### src/rtl/iotdf_pkg.sv
// Shared encodings for the IoT data filter: function-select codes and FSM states.
// Top-level optional feature: IOTDF_AVG_EN (enables the averaging function).
package iotdf_pkg;

    localparam logic [3:0] FN_MAX   = 4'd1;
    localparam logic [3:0] FN_MIN   = 4'd2;
    localparam logic [3:0] FN_TOPK  = 4'd3;
    localparam logic [3:0] FN_BOTK  = 4'd4;
    localparam logic [3:0] FN_AVG   = 4'd5;
    localparam logic [3:0] FN_EXT   = 4'd6;
    localparam logic [3:0] FN_EXC   = 4'd7;
    localparam logic [3:0] FN_PKMAX = 4'd8;
    localparam logic [3:0] FN_PKMIN = 4'd9;

    typedef logic [1:0] state_t;

    localparam state_t ST_IDLE = 2'd0;
    localparam state_t ST_LOAD = 2'd1;
    localparam state_t ST_EVAL = 2'd2;
    localparam state_t ST_OUT  = 2'd3;

    // Functions whose ranking keeps the largest values at slot 0.
    function automatic logic fn_is_max(input logic [3:0] fn);
        return (fn == FN_MAX) || (fn == FN_TOPK) || (fn == FN_PKMAX);
    endfunction

endpackage

### src/rtl/iotdf_topk.sv
// Sorted K-entry ranking buffer; slot 0 holds the best value (largest in max
// mode, smallest in min mode). Equal values queue behind existing ones.
module iotdf_topk
    import iotdf_pkg::*;
#(
    parameter int DATA_W = 128,
    parameter int TOPK   = 2
) (
    input  logic                         clk,
    input  logic                         rst,
    input  logic                         clr,
    input  logic                         ins,
    input  logic                         max_mode,
    input  logic [DATA_W-1:0]            din,
    output logic [TOPK-1:0][DATA_W-1:0]  ent,
    output logic [TOPK-1:0]              ent_vld
);

    logic [TOPK-1:0][DATA_W-1:0] ent_q, ent_d, prev_ent;
    logic [TOPK-1:0]             vld_q, vld_d, prev_vld, hit, prev_hit;

    genvar i;
    generate
        for (i = 0; i < TOPK; i++) begin : g_slot
            assign hit[i] = !vld_q[i] ||
                            (max_mode ? (din > ent_q[i]) : (din < ent_q[i]));
        end
    endgenerate

    // Neighbour views: slot i sees slot i-1 (slot 0 sees nothing).
    assign prev_ent = ent_q << DATA_W;
    assign prev_vld = vld_q << 1;
    assign prev_hit = hit << 1;

    always_comb begin
        ent_d = ent_q;
        vld_d = vld_q;
        if (clr) begin
            vld_d = '0;
        end else if (ins) begin
            for (int k = 0; k < TOPK; k++) begin
                if (hit[k]) begin
                    if (!prev_hit[k]) begin
                        ent_d[k] = din;
                        vld_d[k] = 1'b1;
                    end else begin
                        ent_d[k] = prev_ent[k];
                        vld_d[k] = prev_vld[k];
                    end
                end
            end
        end
    end

    always_ff @(posedge clk) begin
        if (!rst) begin
            ent_q <= '0;
            vld_q <= '0;
        end else begin
            ent_q <= ent_d;
            vld_q <= vld_d;
        end
    end

    assign ent     = ent_q;
    assign ent_vld = vld_q;

endmodule

### src/rtl/iotdf_param.sv
// IoT data filter: assembles packets from beats, evaluates a round of packets
// with the selected function. Define IOTDF_AVG_EN to build the averaging path.
module iotdf_param
    import iotdf_pkg::*;
#(
    parameter int DATA_W      = 128,
    parameter int IN_W        = 8,
    parameter int PKT_PER_RND = 8,
    parameter int TOPK        = 2
) (
    input  logic              clk,
    input  logic              rst,
    input  logic              in_en,
    input  logic [IN_W-1:0]   iot_in,
    input  logic [3:0]        fn_sel,
    input  logic [DATA_W-1:0] lo_th,
    input  logic [DATA_W-1:0] hi_th,
    output logic              busy,
    output logic              valid,
    output logic [DATA_W-1:0] iot_out,
    output logic              rnd_done
);

    localparam int BEATS = DATA_W / IN_W;
    localparam int BCW   = (BEATS > 1) ? $clog2(BEATS) : 1;
    localparam int PCW   = $clog2(PKT_PER_RND);
    localparam int OIW   = (TOPK > 1) ? $clog2(TOPK) : 1;

    state_t            state_q, state_d;
    logic [BCW-1:0]    beat_cnt_q, beat_cnt_d;
    logic [PCW-1:0]    pkt_cnt_q, pkt_cnt_d;
    logic [OIW-1:0]    out_idx_q, out_idx_d;
    logic [3:0]        fn_q, fn_d;
    logic [DATA_W-1:0] pkt_q, pkt_d;
    logic [DATA_W-1:0] peak_q, peak_d;
    logic              peak_vld_q, peak_vld_d;
    logic              valid_q, valid_d;
    logic              rnd_done_q, rnd_done_d;
    logic [DATA_W-1:0] iot_out_q, iot_out_d;

    logic accept, rnd_start, beat_last, pkt_last, out_last, sel_hit;
    logic [TOPK-1:0][DATA_W-1:0] ent;
    logic [TOPK-1:0]             ent_vld;

    assign busy      = (state_q == ST_EVAL) || (state_q == ST_OUT);
    assign accept    = in_en && !busy;
    assign rnd_start = accept && (state_q == ST_IDLE);
    assign beat_last = (beat_cnt_q == BCW'(BEATS - 1));
    assign pkt_last  = (pkt_cnt_q == PCW'(PKT_PER_RND - 1));
    assign out_last  = ((fn_q == FN_TOPK) || (fn_q == FN_BOTK)) ?
                       (out_idx_q == OIW'(TOPK - 1)) : 1'b1;

    always_comb begin
        sel_hit = 1'b0;
        if (fn_q == FN_EXT)
            sel_hit = (lo_th < pkt_q) && (pkt_q < hi_th);
        else if (fn_q == FN_EXC)
            sel_hit = (pkt_q < lo_th) || (pkt_q > hi_th);
    end

    iotdf_topk #(
        .DATA_W (DATA_W),
        .TOPK   (TOPK)
    ) u_topk (
        .clk      (clk),
        .rst      (rst),
        .clr      (rnd_start),
        .ins      (state_q == ST_EVAL),
        .max_mode (fn_is_max(fn_q)),
        .din      (pkt_q),
        .ent      (ent),
        .ent_vld  (ent_vld)
    );

`ifdef IOTDF_AVG_EN
    localparam int ACC_W = DATA_W + PCW;

    // Wide enough that a full round of all-ones packets cannot overflow.
    logic [ACC_W-1:0]  acc_q, acc_d;
    logic [DATA_W-1:0] avg;

    always_comb begin
        acc_d = acc_q;
        if (rnd_start)
            acc_d = '0;
        else if (state_q == ST_EVAL)
            acc_d = acc_q + ACC_W'(pkt_q);
    end

    always_ff @(posedge clk) begin
        if (!rst) acc_q <= '0;
        else      acc_q <= acc_d;
    end

    assign avg = acc_q[ACC_W-1:PCW];
`endif

    always_comb begin
        state_d    = state_q;
        beat_cnt_d = beat_cnt_q;
        pkt_cnt_d  = pkt_cnt_q;
        out_idx_d  = out_idx_q;
        fn_d       = fn_q;
        pkt_d      = pkt_q;
        peak_d     = peak_q;
        peak_vld_d = peak_vld_q;
        valid_d    = 1'b0;
        rnd_done_d = 1'b0;
        iot_out_d  = iot_out_q;

        // Beat assembly; accept is only possible in IDLE or LOAD.
        if (accept) begin
            pkt_d = (pkt_q << IN_W) | DATA_W'(iot_in);
            if (beat_last) begin
                beat_cnt_d = '0;
                state_d    = ST_EVAL;
            end else begin
                beat_cnt_d = beat_cnt_q + 1'b1;
                state_d    = ST_LOAD;
            end
        end

        if (rnd_start) begin
            fn_d      = fn_sel;
            pkt_cnt_d = '0;
            // A new function invalidates the stored peak.
            if (fn_sel != fn_q) peak_vld_d = 1'b0;
        end

        case (state_q)
            ST_EVAL: begin
                if (sel_hit) begin
                    valid_d   = 1'b1;
                    iot_out_d = pkt_q;
                end
                if (pkt_last) begin
                    pkt_cnt_d = '0;
                    state_d   = ST_OUT;
                end else begin
                    pkt_cnt_d = pkt_cnt_q + 1'b1;
                    state_d   = ST_LOAD;
                end
            end
            ST_OUT: begin
                case (fn_q)
                    FN_MAX, FN_MIN: begin
                        valid_d   = 1'b1;
                        iot_out_d = ent[0];
                    end
                    FN_TOPK, FN_BOTK: begin
                        valid_d = ent_vld[out_idx_q];
                        if (ent_vld[out_idx_q]) iot_out_d = ent[out_idx_q];
                    end
`ifdef IOTDF_AVG_EN
                    FN_AVG: begin
                        valid_d   = 1'b1;
                        iot_out_d = avg;
                    end
`endif
                    FN_PKMAX: begin
                        if (!peak_vld_q || ent[0] >= peak_q) begin
                            valid_d    = 1'b1;
                            iot_out_d  = ent[0];
                            peak_d     = ent[0];
                            peak_vld_d = 1'b1;
                        end
                    end
                    FN_PKMIN: begin
                        if (!peak_vld_q || ent[0] <= peak_q) begin
                            valid_d    = 1'b1;
                            iot_out_d  = ent[0];
                            peak_d     = ent[0];
                            peak_vld_d = 1'b1;
                        end
                    end
                    default: ;
                endcase
                rnd_done_d = out_last;
                if (out_last) begin
                    out_idx_d = '0;
                    state_d   = ST_IDLE;
                end else begin
                    out_idx_d = out_idx_q + 1'b1;
                end
            end
            default: ;
        endcase
    end

    always_ff @(posedge clk) begin
        if (!rst) begin
            state_q    <= ST_IDLE;
            beat_cnt_q <= '0;
            pkt_cnt_q  <= '0;
            out_idx_q  <= '0;
            fn_q       <= '0;
            pkt_q      <= '0;
            peak_q     <= '0;
            peak_vld_q <= 1'b0;
            valid_q    <= 1'b0;
            rnd_done_q <= 1'b0;
            iot_out_q  <= '0;
        end else begin
            state_q    <= state_d;
            beat_cnt_q <= beat_cnt_d;
            pkt_cnt_q  <= pkt_cnt_d;
            out_idx_q  <= out_idx_d;
            fn_q       <= fn_d;
            pkt_q      <= pkt_d;
            peak_q     <= peak_d;
            peak_vld_q <= peak_vld_d;
            valid_q    <= valid_d;
            rnd_done_q <= rnd_done_d;
            iot_out_q  <= iot_out_d;
        end
    end

    assign valid    = valid_q;
    assign rnd_done = rnd_done_q;
    assign iot_out  = iot_out_q;

endmodule

### config.mk
export PLATFORM = sky130hd
export DESIGN_NAME = iotdf_param
export DESIGN_NICKNAME = d
export VERILOG_FILES = /design/src/rtl/iotdf_pkg.sv /design/src/rtl/iotdf_topk.sv /design/src/rtl/iotdf_param.sv
export SDC_FILE = /design/constraint.sdc
export NUM_CORES = 2
export LEC_CHECK = 0
export ABC_AREA = 1
export CORE_AREA = 5 5 368 370
export DETAILED_ROUTE_END_ITERATION = 16
export DIE_AREA = 0 0 373 375
export PLACE_DENSITY_LB_ADDON = 0.12
export REMOVE_ABC_BUFFERS = 1
export SYNTH_ARGS = -nofsm -noshare
export SYNTH_HDL_FRONTEND = slang
export SYNTH_HIERARCHICAL = 1
export SYNTH_SLANG_ARGS = --single-unit
### constraint.sdc
create_clock -name clk -period 5.9 [get_ports clk]
set_input_delay 1.18 -clock clk [delete_from_list [all_inputs] [get_ports clk]]
set_output_delay 1.18 -clock clk [all_outputs]
set_load 0.01 [all_outputs]
==> key figures <==
Run status
  – Status: complete, no violations

Route
  – 1st-iter DRT viols: about 3200
  – Via density: between 4 and 5
  – Aggregate routed wire length: between 150 and 200 mm
  – Antenna-violating nets left: 0
  – Vias: about 45000
  – Pre-Repair DR Iteration Count: 6
  – Wire per inst: around 19 µm
  – Drc violations: 0

Flow run
  – Max-cap violations: 0

Global routing
  – First-pass GRT wire length: ~250 mm
  – Largest net degree at the start of global routing: approximately 170
  – GRT Util Overall: between 20 and 25%
  – Grt ovf: 0
  – Initial antenna violation count: 2
  – Vias in the first global route: around 42000

Timing
  – RSZ-0062 raised after global routing: false
  – Max Slew Vio Count: 0
  – Final Critical Period: roughly 4500 ps
  – Max-Slew Margin vs Limit: around 20%
  – Min setup slack post-route: 1400 ps
  – Slew @ Worst Pin: around 1200 ps
  – Crit share post-route: 76.3%
  – Final Hold Viols: 0
  – Fmax: about 220 MHz
  – Endpoints failing setup: 0
  – Min Hold Slack: 459 ps
  – Layout Skew: between 20 and 30 ps

Clock tree
  – CTS Sinks: 659
  – Clock root buffer: clkbuf_16
  – Bufs on Longest Clock Path: 3
  – Worst-path clk slew: 60 ps
  – H-tree levels: 3
  – CTS tree: done
  – Setup bufs post-CTS: 0
  – CTS buffer count: 84
  – Hold buffers post-CTS: 0
  – Worst skew pair latency: about 660 ps
  – Cts repair resizes: 0

Cells and area
  – Nets: between 8000 and 9000
  – Fill cell count: 14000
  – Layout cell share with drive strength beyond 1: approximately 3.3%
  – Area Overhead vs Synth: 17.4%

Synthesis
  – Synth Area in XOR/XNOR: less than 1%
  – Mux share of post-synthesis cell area: 0%
  – Post-synthesis compound-gate area fraction: between 10 and 15%
  – Yosys cell types: 38
  – Leading area contributor after synthesis: dfxtp_1
  – Synthesized flop and latch total: 659
  – Simple-gate area share of the yosys netlist: 29.4%
  – Synth Area in Adders: between 15 and 20%
  – Post-synthesis cell count: roughly 7000
  – Largest family of logic cells by synthesized area: simple AND/OR/NAND/NOR gates
  – Cell Area, Synth: roughly 46000 µm²
  – Yosys warnings: 6
  – Sequential element share of the synthesized area: just under 30%
  – Synth top area share: 28.8%
  – Leading cell types by total area after synthesis: dfxtp_1, ha_1, nand2_1, nor2_1, inv_1
  – Avg Cell Area, Syn: 6.58 µm²

Critical path
  – R2r setup slk: 1400 ps
  – Worst-path maximum fanout: roughly 130
  – Worst EP arrival: a little over 5000 ps
  – Worst setup SP type: flip-flop
  – CP Data Required Time: between 6000 and 7000 ps
  – Crit. End Element: flip-flop
  – Crit Path Category: flip-flop to flip-flop

Die
  – Die width: 373 µm
  – I/O pins: between 400 and 500
  – # rows: about 130
  – Die ar.: about 140000 µm²
  – Die extent in y: ~380 µm
  – Initial cell density of the core: between 30% and 40%
  – Core Box Area: ~130000 µm²

Power
  – Pwr Density: ~210 nW/µm²
  – VDD IR max: around 0.00019 V
  – Static Leak: around 27 nW

Placed design
  – Post-DP HPWL: around 110 mm
  – IO Port Bufs: about 400
  – Routability cong.: ~0.85
  – Pre-CTS setup slack: a little over 800 ps

Worst hold path
  – Worst Hold Class: flip-flop to flip-flop
-- report_power, final --
part,internal [W],switching (W),total [W]
Sequential,0.00451,0.000170,0.00468
Clock,0.00308,0.00212,0.00520
Combinational,0.000609,0.00101,0.00162
-- worst paths after layout --
path	from	end	depth (start not counted)
max	pkt_q[54]	u_topk/ent[48]	16
min	peak_q[0]	peak_q[0]	2
max reg2reg	pkt_q[54]	u_topk/ent[48]	16
min reg2reg	peak_q[0]	peak_q[0]	2
-- Yosys cell counts, drive strengths merged --
library cell  count
a21boi            2
a21o             11
a21oi           579
a311oi            1
a31oi             2
and2              1
and3              4
buf             190
clkbuf          159
clkinv            2
dfxtp           659
ha              643
inv             793
nand2          1714
nand3            51
nand3b           96
nand4           174
nor2           1211
nor3             39
nor3b             4
nor4             12
o211ai            2
o21a             30
o21ai           566
o21bai            9
xor2              6
-- per-stage QoR --
stage / utilization [%] / power (W) / instances / setup TNS (ps) / instance area [µm²]
floorplan: - / 0.00557 / 6611 / -651440 / 43900
global placement: 38.6 / 0.00637 / 8858 / 0 / 51000
detailed placement: 38.6 / 0.00639 / 8858 / 0 / 51000
CTS: 40.6 / 0.0117 / 9010 / 0 / 53800
global route: 40.6 / 0.0120 / 9010 / 0 / 53800
finish: 40.6 / 0.0115 / 9012 / 0 / 53800
-- flip-flops by register name (all words and copies together) (netlist names) --
register,cells
pkt_cnt_q,3
peak_vld_q,1
u_topk/ent,256
fn_q,4
peak_q,128
iot_out,128
out_idx_q,1
state_q,2
u_topk/ent_vld,2
beat_cnt_q,4
rnd_done,1
valid,1
pkt_q,128
-- kinds of logic after synthesis --
| group | Yosys count |
|---|---|
| AND/OR/NAND/NOR | 3306 |
| AO/OA/AOI/OAI | 1202 |
| buffers and inverters | 1144 |
| flip-flops | 659 |
| adder cells (fa/ha/maj) | 643 |
| XOR/XNOR | 6 |
-- layer usage --
layer | GRT usage (%) | up-vias | share of wire (%)
met2 | 37.9 | 1181 | 45
met4 | 7.15 | 0 | 3.2
met1 | 31.0 | 20600 | 46
li1 | - | 22800 | -
met5 | 0 | - | 0
met3 | 3.59 | 209 | 5.7
-- critical path: stages (launching register included) --
cell     delay, ps
dfxtp_1        660
ha_1           200
nand2_1         80
nor4_1         570
nand2_1        270
nor2_1         150
nand2_1         60
nand2_1        140
nand2_1        130
nand3_4         90
buf_12         680
nand3_4        200
nand2_8        470
buf_4          400
nand2_1         80
nand2_1         70
nor2_1          50
-- cells in the final DEF, fill, tap and decap left out, types with 4 or more instances in the layout --
cell type / count
dfxtp_1: 658
clkbuf_8: 18
clkbuf_16: 86
nor2_1: 1206
nor2_2: 4
nand4_1: 173
buf_12: 14
o21a_1: 30
nand2_1: 1707
o21bai_1: 9
inv_1: 787
buf_4: 64
xor2_1: 6
bufinv_16: 4
o21ai_1: 25
clkdlybuf4s50_1: 400
ha_1: 643
clkbuf_1: 25
a21o_1: 11
o21ai_0: 541
inv_6: 4
clkinv_2: 14
and3_1: 4
a21oi_1: 579
nand3b_1: 96
nand2_4: 4
nand3_1: 44
nor4_1: 9
nand3_4: 5
nor3_1: 36
-- area by class of cell --
class / instances / area, µm² / share of cell area [%]
multi-input combinational: 5157 / 27800 / 51.8
sequential: 659 / 13200 / 24.5
inverter: 795 / 2990 / 5.57
tap: 1768 / 2210 / 4.12
clock inverter: 23 / 241 / 0.449
clock buffer: 129 / 2490 / 4.64
antenna: 2 / 5.00 / 0.00931
timing repair buffer: 479 / 4780 / 8.89
No activity file was read; power rests on OpenSTA's default activity.
